<file path="src/rtl/mem_access_ctrl_if.sv">
// mem_access_ctrl_if: CPU/ext request handshakes, memory data register strobes and DRAM port
interface mem_access_ctrl_if #(parameter int ADDR_W = 16);
  logic cpu_req, cpu_we, cpu_ack;
  logic [ADDR_W-1:0] cpu_addr;
  logic ext_req, ext_we, ext_ack;
  logic [ADDR_W-1:0] ext_addr;
  logic [7:0] ext_wdata, ext_rdata;
  logic [7:0] mdr_wdata;
  logic read_memory, write_memory;
  logic dram_en, dram_we;
  logic [ADDR_W-1:0] dram_addr;
  logic [7:0] dram_wdata, dram_rdata;
  logic busy;
  modport slave (
    input cpu_req, cpu_we, cpu_addr, ext_req, ext_we, ext_addr, ext_wdata, mdr_wdata, dram_rdata,
    output cpu_ack, ext_ack, ext_rdata, read_memory, write_memory, dram_en, dram_we, dram_addr, dram_wdata, busy
  );
  modport master (
    output cpu_req, cpu_we, cpu_addr, ext_req, ext_we, ext_addr, ext_wdata, mdr_wdata, dram_rdata,
    input cpu_ack, ext_ack, ext_rdata, read_memory, write_memory, dram_en, dram_we, dram_addr, dram_wdata, busy
  );
endinterface

</file>
<file path="src/rtl/mem_access_ctrl.sv">
// mem_access_ctrl: round-robin arbiter and transaction sequencer for one DRAM port shared by CPU and ext
module mem_access_ctrl #(
  parameter int ADDR_W   = 16,
  parameter int READ_LAT = 2
) (
  input logic clk,
  input logic rstn,
  mem_access_ctrl_if.slave bus
);
  typedef enum logic [2:0] {IDLE, W_LATCH, W_ISSUE, R_ISSUE, R_WAIT, R_CAPT, ACK} state_t;
  localparam logic [3:0] LAT_M1 = 4'(READ_LAT - 1);
  state_t state_q, state_d;
  logic owner_q, owner_d;
  logic last_cpu_q, last_cpu_d;
  logic we_q, we_d;
  logic [ADDR_W-1:0] addr_q, addr_d;
  logic [3:0] cnt_q, cnt_d;
  logic [7:0] ext_rdata_q, ext_rdata_d;
  logic grant_cpu;
  // owner/last_grant are 1 for CPU; ext wins a tie only right after a CPU grant
  always_comb begin
    state_d     = state_q;
    owner_d     = owner_q;
    last_cpu_d  = last_cpu_q;
    we_d        = we_q;
    addr_d      = addr_q;
    cnt_d       = cnt_q;
    ext_rdata_d = ext_rdata_q;
    grant_cpu   = bus.cpu_req && !(bus.ext_req && last_cpu_q);
    case (state_q)
      IDLE: if (bus.cpu_req || bus.ext_req) begin
        owner_d    = grant_cpu;
        last_cpu_d = grant_cpu;
        we_d       = grant_cpu ? bus.cpu_we : bus.ext_we;
        addr_d     = grant_cpu ? bus.cpu_addr : bus.ext_addr;
        state_d    = !we_d ? R_ISSUE : grant_cpu ? W_LATCH : W_ISSUE;
      end
      W_LATCH: state_d = W_ISSUE;
      W_ISSUE: state_d = ACK;
      R_ISSUE: begin
        cnt_d   = LAT_M1;
        state_d = READ_LAT > 1 ? R_WAIT : R_CAPT;
      end
      R_WAIT: begin
        cnt_d   = cnt_q - 4'd1;
        state_d = cnt_q == 4'd1 ? R_CAPT : R_WAIT;
      end
      R_CAPT: begin
        ext_rdata_d = owner_q ? ext_rdata_q : bus.dram_rdata;
        state_d     = ACK;
      end
      default: state_d = IDLE;
    endcase
  end
  always_ff @(posedge clk or negedge rstn)
    if (!rstn) begin
      state_q     <= IDLE;
      owner_q     <= 1'b0;
      last_cpu_q  <= 1'b0;
      we_q        <= 1'b0;
      addr_q      <= '0;
      cnt_q       <= '0;
      ext_rdata_q <= '0;
    end else begin
      state_q     <= state_d;
      owner_q     <= owner_d;
      last_cpu_q  <= last_cpu_d;
      we_q        <= we_d;
      addr_q      <= addr_d;
      cnt_q       <= cnt_d;
      ext_rdata_q <= ext_rdata_d;
    end
  // mdr_wdata is sampled live in W_ISSUE: the data register only loads it at the end of W_LATCH
  assign bus.busy         = state_q != IDLE;
  assign bus.write_memory = state_q == W_LATCH;
  assign bus.read_memory  = state_q == R_CAPT && owner_q;
  assign bus.dram_en      = state_q == W_ISSUE || state_q == R_ISSUE;
  assign bus.dram_we      = state_q == W_ISSUE;
  assign bus.dram_addr    = addr_q;
  assign bus.dram_wdata   = state_q != W_ISSUE ? 8'h00 : owner_q ? bus.mdr_wdata : bus.ext_wdata;
  assign bus.cpu_ack      = state_q == ACK && owner_q;
  assign bus.ext_ack      = state_q == ACK && !owner_q;
  assign bus.ext_rdata    = ext_rdata_q;
endmodule

</file>
<file path="src/flat_wrapper.sv">
// flat-port wrapper written by rule: the top's interface ports become plain ports
module mem_access_ctrl_flat 
#(
  parameter int ADDR_W   = 16,
  parameter int READ_LAT = 2
)
  (clk, rstn, bus_cpu_req, bus_cpu_we, bus_cpu_addr, bus_ext_req, bus_ext_we, bus_ext_addr, bus_ext_wdata, bus_mdr_wdata, bus_dram_rdata, bus_cpu_ack, bus_ext_ack, bus_ext_rdata, bus_read_memory, bus_write_memory, bus_dram_en, bus_dram_we, bus_dram_addr, bus_dram_wdata, bus_busy);
  mem_access_ctrl_if #(.ADDR_W(ADDR_W)) bus_i ();
  input logic clk;
  input logic rstn;
  input wire logic [$bits(bus_i.cpu_req)-1:0] bus_cpu_req;
  input wire logic [$bits(bus_i.cpu_we)-1:0] bus_cpu_we;
  input wire logic [$bits(bus_i.cpu_addr)-1:0] bus_cpu_addr;
  input wire logic [$bits(bus_i.ext_req)-1:0] bus_ext_req;
  input wire logic [$bits(bus_i.ext_we)-1:0] bus_ext_we;
  input wire logic [$bits(bus_i.ext_addr)-1:0] bus_ext_addr;
  input wire logic [$bits(bus_i.ext_wdata)-1:0] bus_ext_wdata;
  input wire logic [$bits(bus_i.mdr_wdata)-1:0] bus_mdr_wdata;
  input wire logic [$bits(bus_i.dram_rdata)-1:0] bus_dram_rdata;
  output wire logic [$bits(bus_i.cpu_ack)-1:0] bus_cpu_ack;
  output wire logic [$bits(bus_i.ext_ack)-1:0] bus_ext_ack;
  output wire logic [$bits(bus_i.ext_rdata)-1:0] bus_ext_rdata;
  output wire logic [$bits(bus_i.read_memory)-1:0] bus_read_memory;
  output wire logic [$bits(bus_i.write_memory)-1:0] bus_write_memory;
  output wire logic [$bits(bus_i.dram_en)-1:0] bus_dram_en;
  output wire logic [$bits(bus_i.dram_we)-1:0] bus_dram_we;
  output wire logic [$bits(bus_i.dram_addr)-1:0] bus_dram_addr;
  output wire logic [$bits(bus_i.dram_wdata)-1:0] bus_dram_wdata;
  output wire logic [$bits(bus_i.busy)-1:0] bus_busy;
  assign bus_i.cpu_req = bus_cpu_req;
  assign bus_i.cpu_we = bus_cpu_we;
  assign bus_i.cpu_addr = bus_cpu_addr;
  assign bus_i.ext_req = bus_ext_req;
  assign bus_i.ext_we = bus_ext_we;
  assign bus_i.ext_addr = bus_ext_addr;
  assign bus_i.ext_wdata = bus_ext_wdata;
  assign bus_i.mdr_wdata = bus_mdr_wdata;
  assign bus_i.dram_rdata = bus_dram_rdata;
  assign bus_cpu_ack = bus_i.cpu_ack;
  assign bus_ext_ack = bus_i.ext_ack;
  assign bus_ext_rdata = bus_i.ext_rdata;
  assign bus_read_memory = bus_i.read_memory;
  assign bus_write_memory = bus_i.write_memory;
  assign bus_dram_en = bus_i.dram_en;
  assign bus_dram_we = bus_i.dram_we;
  assign bus_dram_addr = bus_i.dram_addr;
  assign bus_dram_wdata = bus_i.dram_wdata;
  assign bus_busy = bus_i.busy;
  mem_access_ctrl #(.ADDR_W(ADDR_W), .READ_LAT(READ_LAT)) u_core (.clk(clk), .rstn(rstn), .bus(bus_i));
endmodule
</file>
<file path="config.mk">
export PLATFORM = sky130hd
export DESIGN_NAME = mem_access_ctrl_flat
export DESIGN_NICKNAME = d
export VERILOG_FILES = /design/src/rtl/mem_access_ctrl_if.sv /design/src/rtl/mem_access_ctrl.sv /design/src/flat_wrapper.sv
export SDC_FILE = /design/constraint.sdc
export NUM_CORES = 1
export LEC_CHECK = 0
export ABC_CLOCK_PERIOD_IN_PS = 1900
export CAP_MARGIN = 40
export CORE_MARGIN = 1.5
export CORE_UTILIZATION = 38
export DETAILED_ROUTE_END_ITERATION = 8
export PLACE_DENSITY_LB_ADDON = 0.1
export SYNTH_ARGS = -nofsm -noshare
export SYNTH_HDL_FRONTEND = slang
export SYNTH_SLANG_ARGS = --single-unit
</file>
<file path="constraint.sdc">
create_clock -name clk -period 1.9 [get_ports clk]
set_input_delay 0.38 -clock clk [delete_from_list [all_inputs] [get_ports clk]]
set_output_delay 0.38 -clock clk [all_outputs]
set_load 0.01 [all_outputs]
</file>
==> flow_metrics.py <==
metrics = {
    "outcome": {
        "outcome": "completed",
    },
    "yosys": {
        "synth-xor-area-share": 0,
        "synth_seq_area_share": 0.453,
        "synth_flop_cell": "dfrtp_1",
        "syn_nets": 207,
        "synth_fa_ha_area_frac": 0.0283,
        "ys_types": 33,
        "synth_edf_count": 0,
        "synthSimpleGateAreaFrac": 0.0942,
        "syn_avg_cell_area_um2": 12.5,
        "syn_area_um2": 1770,
        "syn-instance-count": 141,
        "ys_top_cells_by_area": "dfrtp_1 45%, mux2_2 21%, mux2_4 5.1%",
        "synthMostInstantiatedCell": "mux2_2",
        "synth.area.mux_share": 0.319,
        "netlist.area_leader.share": 0.453,
        "async_reset_ff_frac": 1.00,
        "ys_ff_latch": 32,
        "synth_commonest_cells": "33 x mux2_2, 32 x dfrtp_1, 11 x nor2_1, 8 x a21oi_1, 8 x mux2i_1",
        "synth-compound-area-share": 0.0595,
        "synth_top_family_by_area": "multiplexers",
        "synth_area_leader_cell": "dfrtp_1",
        "yosys_warnings": 0,
    },
    "timing": {
        "final-setup-viol-count": 0,
        "final.setup.worst_slack_ns": 0.00191,
        "hold_violations": 0,
        "period_needed_ns": 1.90,
        "maxSlewHeadroom": 0.697,
        "whs_ns": 0.506,
        "min_period_over_period": 0.999,
        "skew_ns": 0.00487,
        "slew_viol_final": 0,
        "timing.fmax_mhz": 527,
        "rsz0062_at_grt": "yes",
        "tightest_slew_ns": 0.454,
    },
    "job": {
        "cap_violations": 0,
    },
    "placed_design": {
        "hpwl_um": 3710,
        "port_buffers": 100,
        "place_area_um2": 2890,
        "dpl.cell_count": 296,
        "place_ws_ns": -0.140,
        "gp_congestion": 0.823,
    },
    "cts": {
        "clk_pin_slew_worst_paths_ns": 0.07,
        "cts_buffers": 5,
        "cts-root-buf": "clkbuf_8",
        "cts_tree": "done",
        "htreeDepth": 2,
        "cts_max_path_buffers": 2,
        "clk_latency_ns": 0.28,
        "cts.sinks": 32,
        "hold_buffers": 0,
    },
    "final_layout": {
        "final_cell_area_um2": 2960,
        "drive_above_1_share": 0.308,
        "multi_input_area_um2": 901,
        "n_antenna_cell": 0,
        "fin_util": 0.670,
        "nets": 318,
        "final-instance-count-excl-fill": 305,
        "regArea_um2": 801,
        "fill_cells": 329,
        "area_growth_syn_to_layout_pct": 67.4,
    },
    "die": {
        "ios": 101,
        "die_x_um": 71.2,
        "core-area_um2": 4410,
        "die_y_um": 71.2,
        "initial_utilization": 0.400,
        "die_area_um2": 5070,
        "row_count": 24,
    },
    "worst_setup_path": {
        "critPathArrivalTime_ns": 1.52,
        "crit_path_end_kind": "output port",
        "crit_type": "reg -> out",
        "cp-start-kind": "flip-flop",
        "cp.required_ns": 1.52,
        "cp_max_fo": 12,
    },
    "routing": {
        "vias": 1502,
        "drt_iter0_drc": 46,
        "vias_per_cell": 4.92,
        "wl_per_cell_um": 15.9,
        "antenna_left": 0,
        "drc": 0,
        "drtPass1Iterations": 4,
        "wirelength_um": 4860,
    },
    "worst_hold_path": {
        "hp-class": "in -> async",
    },
    "pwr": {
        "p_leak_uw": 0.00129,
        "peakVddDrop_mv": 0.912,
        "powerDensity_nw_per_um2": 1410,
    },
    "global_route": {
        "grt_max_degree": 33,
        "grt_pass1_vias": 1559,
        "grt_pass1_wl_um": 7850,
        "grt_usage": 0.197,
        "overflow": 0,
        "grt_antenna_before_repair": 0,
    },
}
[final cells by class]
class / instances / share of cell area
Tap cell: 52 / 0.0220
Clock buffer: 6 / 0.0279
Multi-Input combinational cell: 94 / 0.305
Timing Repair Buffer: 112 / 0.363
Clock inverter: 2 / 0.00338
Inverter: 7 / 0.00888
Sequential cell: 32 / 0.271
[placed cells by master, fill, tap and decap left out]
master,netlist,routed
ha_1,4,4
buf_12,0,3
a31oi_1,1,1
nor4b_4,1,1
a21boi_2,0,1
clkinv_2,0,2
or3b_2,1,1
nor3b_1,1,1
inv_2,1,2
dlygate4sd2_1,0,5
nor4_2,0,1
mux2_2,33,33
a311oi_1,2,2
a211oi_1,1,1
nor3_4,1,1
or3_4,0,1
nor3_1,1,1
clkbuf_2,0,10
inv_1,6,5
dfrtp_1,32,32
clkdlybuf4s50_1,0,85
a21oi_1,8,8
o211a_1,1,1
clkbuf_8,0,6
and3_1,1,1
o221ai_1,1,1
nand2_1,2,2
buf_4,0,9
nor2_4,1,1
nor2_1,11,11
o31ai_1,1,1
mux2i_1,8,8
and4_1,2,2
mux2_4,6,6
mux2_1,2,2
nor4b_1,1,1
[critical path: stages, from the launching register on]
cell and delay (ns):
dfrtp_1 0.36, buf_4 0.20, inv_2 0.08, buf_4 0.15, ha_1 0.17, dlygate4sd2_1 0.28
[power breakdown]
part | total [uW] | internal [uW] | switching (uW) | leakage [uW]
Clock | 539 | 289 | 250 | 0.0000510
Combinational | 2400 | 1390 | 1010 | 0.000856
Sequential | 1230 | 1030 | 203 | 0.000385
[worst paths after layout]
check	startpoint	endpoint	slack (ns)	depth (start not counted)
min reg2reg	u_core.bus.dram_addr[7]	u_core.bus.dram_addr[7]	0.51	1
max	u_core.state_q[2]	bus_dram_en	0.002	5
min in group clk	u_core.bus.dram_addr[7]	u_core.bus.dram_addr[7]	0.51	1
min	rstn	u_core.bus.dram_addr[7]	0.51	2
max reg2reg	u_core.last_cpu_q	u_core.bus.dram_addr[9]	0.18	5
max in group asynchronous	rstn	u_core.bus.ext_rdata[4]	1.10	2
[sequential cells by signal, indices dropped and copies added, names as in the netlist]
register / flops
u_core.bus.dram_addr: 16
u_core.bus.ext_rdata: 8
u_core.cnt_q: 4
u_core.last_cpu_q: 1
u_core.state_q: 3
[through the flow]
stage	power, uW	TNS, ns
final	4170	0
after detailed placement	3690	-2.32
after floorplan	2490	0
after global routing	4470	-0.0795
after CTS	4180	0
after global placement	3580	-1.30
[repair_timing]
item / CTS / global route
setup buffers: 0 / 1
cloned: 0 / 0
setup endpoints to repair: 15 / 30
gates resized for setup: 20 / 19
pin swaps: 0 / 2
[cell families after synthesis]
logic type	Yosys count
mux	49
flops	32
simple gates	25
compound gates	16
buf+inv	15
fa+ha+maj	4
[per-layer routing]
metal	up-vias	GRT usage	share of wire
met5	-	0	0
met4	0	0.0440	0.0053
met3	2	0.0527	0.056
met2	48	0.356	0.52
met1	718	0.234	0.42
li1	734	-	-
No activity file was read; power rests on OpenSTA's default activity.
==> edit 1 (same flow settings) <==
`addr_q` and `ext_rdata_q` no longer have a reset.
--- a/src/rtl/mem_access_ctrl.sv
+++ b/src/rtl/mem_access_ctrl.sv
@@ -58,18 +58,19 @@
       owner_q     <= 1'b0;
       last_cpu_q  <= 1'b0;
       we_q        <= 1'b0;
-      addr_q      <= '0;
       cnt_q       <= '0;
-      ext_rdata_q <= '0;
     end else begin
       state_q     <= state_d;
       owner_q     <= owner_d;
       last_cpu_q  <= last_cpu_d;
       we_q        <= we_d;
-      addr_q      <= addr_d;
       cnt_q       <= cnt_d;
-      ext_rdata_q <= ext_rdata_d;
     end
+
+  always_ff @(posedge clk) begin
+    addr_q      <= addr_d;
+    ext_rdata_q <= ext_rdata_d;
+  end
   // mdr_wdata is sampled live in W_ISSUE: the data register only loads it at the end of W_LATCH
   assign bus.busy         = state_q != IDLE;
   assign bus.write_memory = state_q == W_LATCH;
Function: changed (a bounded check fails within 4 cycles, from zero or initial values and one cycle with rstn low).
==> edit 1 against the original RTL <==
- area after synthesis fell by 6.9%
- combinational power shrank 30%
- first-iteration DRC count shrank 15%
- cell area decreased by 2.9%
- total power decreased by 18%
- sequential share of layout area increased by 5.0 points
- critical path type unchanged
- via count is 8.5% lower
- final cell count shrank 6.6%
- highest routed layer unchanged
- die area is 6.7% lower
- wire length fell by 12%
- worst setup slack improved by 71 ps
- sequential cell count unchanged
==> edit 1: results (changes against the original RTL) <==
placement:
  place_inst: 276  # -6.8%
  dpl_cell_area_sq_um: 2786  # -3.6%
grt:
  grt_pass1_wl_microns: 6299  # -20%
  use_met3: 0.06981  # +0.01710
  use_met1: 0.1933  # -0.04035
  track_usage: 0.1822  # -0.01518
  grt_max_degree: 17  # -48%
sta:
  hold_slack_ps: 392.7  # -113.7 ps
  relSlewSlack: 0.7368  # +0.03996
yosys:
  syn-num-nets: 186  # -10%
  yosys-top-cells-count: "edfxtp_1 (24), nor2_1 (13), mux2_4 (10)"
  muxShareOfSynthArea: 0.1811  # -0.1383
  synth_edf_count: 24  # +24
  yosys.area_share.adder: 0.03044  # +0.002113
  syn_avg_cell_area_sq_um: 13.70  # +9.3%
  synth_compound_area_frac: 0.07763  # +0.01814
critical_path:
  startpoint: "u_core.state_q[1]"
  cp_slowest_cell: "or3_4"
  critPathTopFamily: "simple AND/OR/NAND/NOR gates"
final_layout:
  num-fill-cells: 298  # -9.4%
  syn2layout_area_growth_pct: 74.66
  drive_gt1_frac: 0.2511  # -0.05724
outcome:
  status: "complete, no violations"
routing:
  wl_per_cell_microns: 14.95  # -6.2%
  drt-initial-drc-count: 39  # -15%
power:
  p_leak_nw: 1.179  # -8.7%
edit 1: cell count changes in the layout (fill, tap and decap cells not counted), moves of 2 or more:
cell / change
edfxtp_1: +24
buf_4: +2
mux2_2: -27
mux2_4: +4
mux2_1: -2
dfrtp_1: -24
nor2_2: +2
edit 1: how the worst min path moves through the flow:
stage | from | end
detailed placement | u_core.cnt_q[3] | u_core.cnt_q[3]
CTS | rstn | u_core.cnt_q[0]
floorplan | rstn | u_core.cnt_q[0]
global route | rstn | u_core.cnt_q[0]
global placement | u_core.cnt_q[3] | u_core.cnt_q[3]
finish | rstn | u_core.cnt_q[0]
edit 1: area by class of cell:
cell class	instances	area share
repair buffers	114	0.3804
flip-flops and latches	32	0.3207
multi-input cells	74	0.2283
clock buffers	5	0.02397
well taps	50	0.02179
clock inverters	3	0.01481
inverters	7	0.01002
edit 1: per-layer routing:
layer  vias up  wire [microns]
met1       637            1576
met5         -               0
met4         0              33
met2        61            2287
met3         4             364
li1        673               -
==> edit 2 (same settings) <==
Made on the original files. `ADDR_W` is set to 16 in 3 places; all go to 15.
--- a/src/rtl/mem_access_ctrl_if.sv
+++ b/src/rtl/mem_access_ctrl_if.sv
@@ -1,5 +1,5 @@
 // mem_access_ctrl_if: CPU/ext request handshakes, memory data register strobes and DRAM port
-interface mem_access_ctrl_if #(parameter int ADDR_W = 16);
+interface mem_access_ctrl_if #(parameter int ADDR_W = 15);
   logic cpu_req, cpu_we, cpu_ack;
   logic [ADDR_W-1:0] cpu_addr;
   logic ext_req, ext_we, ext_ack;
--- a/src/rtl/mem_access_ctrl.sv
+++ b/src/rtl/mem_access_ctrl.sv
@@ -1,6 +1,6 @@
 // mem_access_ctrl: round-robin arbiter and transaction sequencer for one DRAM port shared by CPU and ext
 module mem_access_ctrl #(
-  parameter int ADDR_W   = 16,
+  parameter int ADDR_W   = 15,
   parameter int READ_LAT = 2
 ) (
   input logic clk,
--- a/src/flat_wrapper.sv
+++ b/src/flat_wrapper.sv
@@ -1,7 +1,7 @@
 // flat-port wrapper written by rule: the top's interface ports become plain ports
 module mem_access_ctrl_flat 
 #(
-  parameter int ADDR_W   = 16,
+  parameter int ADDR_W   = 15,
   parameter int READ_LAT = 2
 )
   (clk, rstn, bus_cpu_req, bus_cpu_we, bus_cpu_addr, bus_ext_req, bus_ext_we, bus_ext_addr, bus_ext_wdata, bus_mdr_wdata, bus_dram_rdata, bus_cpu_ack, bus_ext_ack, bus_ext_rdata, bus_read_memory, bus_write_memory, bus_dram_en, bus_dram_we, bus_dram_addr, bus_dram_wdata, bus_busy);
Interface: changed (resized bus_cpu_addr, bus_dram_addr and bus_ext_addr); port bits go from 101 to 98. The function was not compared with the original's and may differ.
==> edit 2 against the original RTL <==
- area after synthesis is 2.7% lower
- non-clock buffer count is 2 higher
- die area is 2.6% lower
- register-to-register slack better by 70 ps
- sequential cell count is 1 lower
- cell area is 1.2% lower
- wire length is 11% lower
- total power is 1.6% lower
- worst setup slack better by 58 ps
- largest cell class unchanged
==> edit 2: results (changes against the original RTL) <==
critical_path:
  rrSetupSlack_ps: 250  # +70 ps
  rr_endpoint: "u_core.bus.dram_addr[11]"
  arrival_ps: 1460  # -60 ps
  r2r_cells: 5  # unchanged
  critPathMaxFanout: 9  # -3
  cp_slowest_cell: "or3_4"
  cp_slowest_stage_delay_ps: 430  # +70 ps
clocking:
  clk_pin_slew_ps: 70  # about the same
  cts_setup_buffers: 0  # unchanged
  clk_latency_ps: 290
  clockRootBuffer: "clkbuf_8"
  clk_path_buf_depth: 2  # unchanged
  htree_levels: 2  # unchanged
grt:
  grt_max_degree: 32  # -3.0%
  track_usage: 0.1807  # -0.01669
  grt_pass1_vias: 1506  # -3.4%
  grt_pass1_wl_microns: 7017  # -11%
  antenna_found_initial: 0  # unchanged
placement:
  place.gp.congestion: 0.8549  # +3.9%
  dpl_cell_area_sq_um: 2836  # -1.9%
  io_buffer_count: 97  # -3.0%
  pre_cts_ws_ps: -95.76  # +44.41 ps
  dp.final_hpwl_microns: 3480  # -6.2%
final_layout:
  num_antenna_cells: 0  # unchanged
  drive_gt1_frac: 0.2969  # -0.01143
  nets: 319  # +0.31%
  largest_reg_flops: 15  # -1
  num-fill-cells: 337  # +2.4%
routing:
  vias: 1529  # +1.8%
  wl_microns: 4337  # -11%
  first_pass_iters: 4  # unchanged
  drt-initial-drc-count: 73  # +59%
yosys:
  yosysWarnings: 0  # unchanged
  yosys-top-cells-area: "dfrtp_1 (45%), mux2_2 (24%), mux2i_1 (4.7%), ha_1 (2.9%), nor2_1 (2.8%)"
  yosys-top-cells-count: "mux2_2 (36), dfrtp_1 (31), nor2_1 (13)"
  yosysSeqAreaShare: 0.4512  # -0.002021
  syn-num-nets: 206  # -0.48%
  synth_cell_types: 33  # unchanged
sta:
  hold_slack_ps: 479.9  # -26.46 ps
  tightest_slew_ps: 384.6  # -69.18 ps
  clock_skew_ps: 7.107  # +2.241 ps
power:
  peakVddDrop_uv: 679.6  # -25%
  p_leak_nw: 1.266  # -2.0%
outcome:
  status: "complete, no violations"
[edit 2: worst max-delay path by stage]
stage	startpoint	to	slack, ps	cells past startpoint
floorplan	u_core.state_q[1]	bus_dram_wdata[0]	120	5
global placement	u_core.state_q[2]	bus_dram_wdata[2]	-90	3
detailed placement	u_core.state_q[2]	bus_dram_wdata[2]	-100	3
CTS	u_core.last_cpu_q	bus_dram_wdata[6]	9	4
global route	u_core.state_q[2]	bus_cpu_ack	1	4
finish	u_core.state_q[1]	bus_dram_wdata[0]	60	4
[edit 2: layout make-up]
cell class | instances | area, sq um | share of cell area
Timing Repair Buffer | 114 | 1084 | 0.3709
Multi-Input combinational cell | 96 | 865.8 | 0.2964
Sequential cell | 31 | 777.0 | 0.2660
Clock buffer | 7 | 96.34 | 0.03298
Tap cell | 52 | 65.06 | 0.02227
Inverter | 7 | 26.28 | 0.008994
Clock inverter | 1 | 7.507 | 0.002570
[edit 2: through the flow]
stage,cells,total power [mW]
4_1_cts,308,4.143
3_3_place_gp,300,3.515
3_5_place_dp,300,3.608
5_1_grt,308,4.372
2_1_floorplan,142,2.451
6_report,308,4.106
[edit 2: layer usage]
metal	global-route usage	up-vias	part of all wire
li1	-	734	-
met2	0.3103	71	0.50
met5	0	-	0
met1	0.2061	715	0.40
met3	0.06061	9	0.081
met4	0.07051	0	0.018
[edit 2: logic make-up after synthesis]
kind of cell             after synthesis  share of synthesized area
buffers and inverters                 15                    0.04949
multiplexers                          46                     0.2955
adder cells (fa/ha/maj)                4                    0.02911
AO/OA/AOI/OAI                         18                    0.07423
flip-flops                            31                     0.4512
AND/OR/NAND/NOR                       28                     0.1004
[edit 2: repair_timing]
action / in CTS / in global routing
gates resized for setup: 18 / 16
endpoints found under the setup margin: 15 / 7
hold buffers: 0 / 0
pin swaps: 0 / 1
[edit 2: critical path, delay by kind of cell (launching register included)]
kind | cells | cell delay, ps
flip-flops | 1 | 340
AND/OR/NAND/NOR | 2 | 550
buffers and inverters | 2 | 290
[edit 2: where the power goes]
group	internal, mW	total (mW)	switching (mW)
Clock	0.329	0.574	0.245
Combinational	1.36	2.33	0.974
Sequential	0.995	1.20	0.202
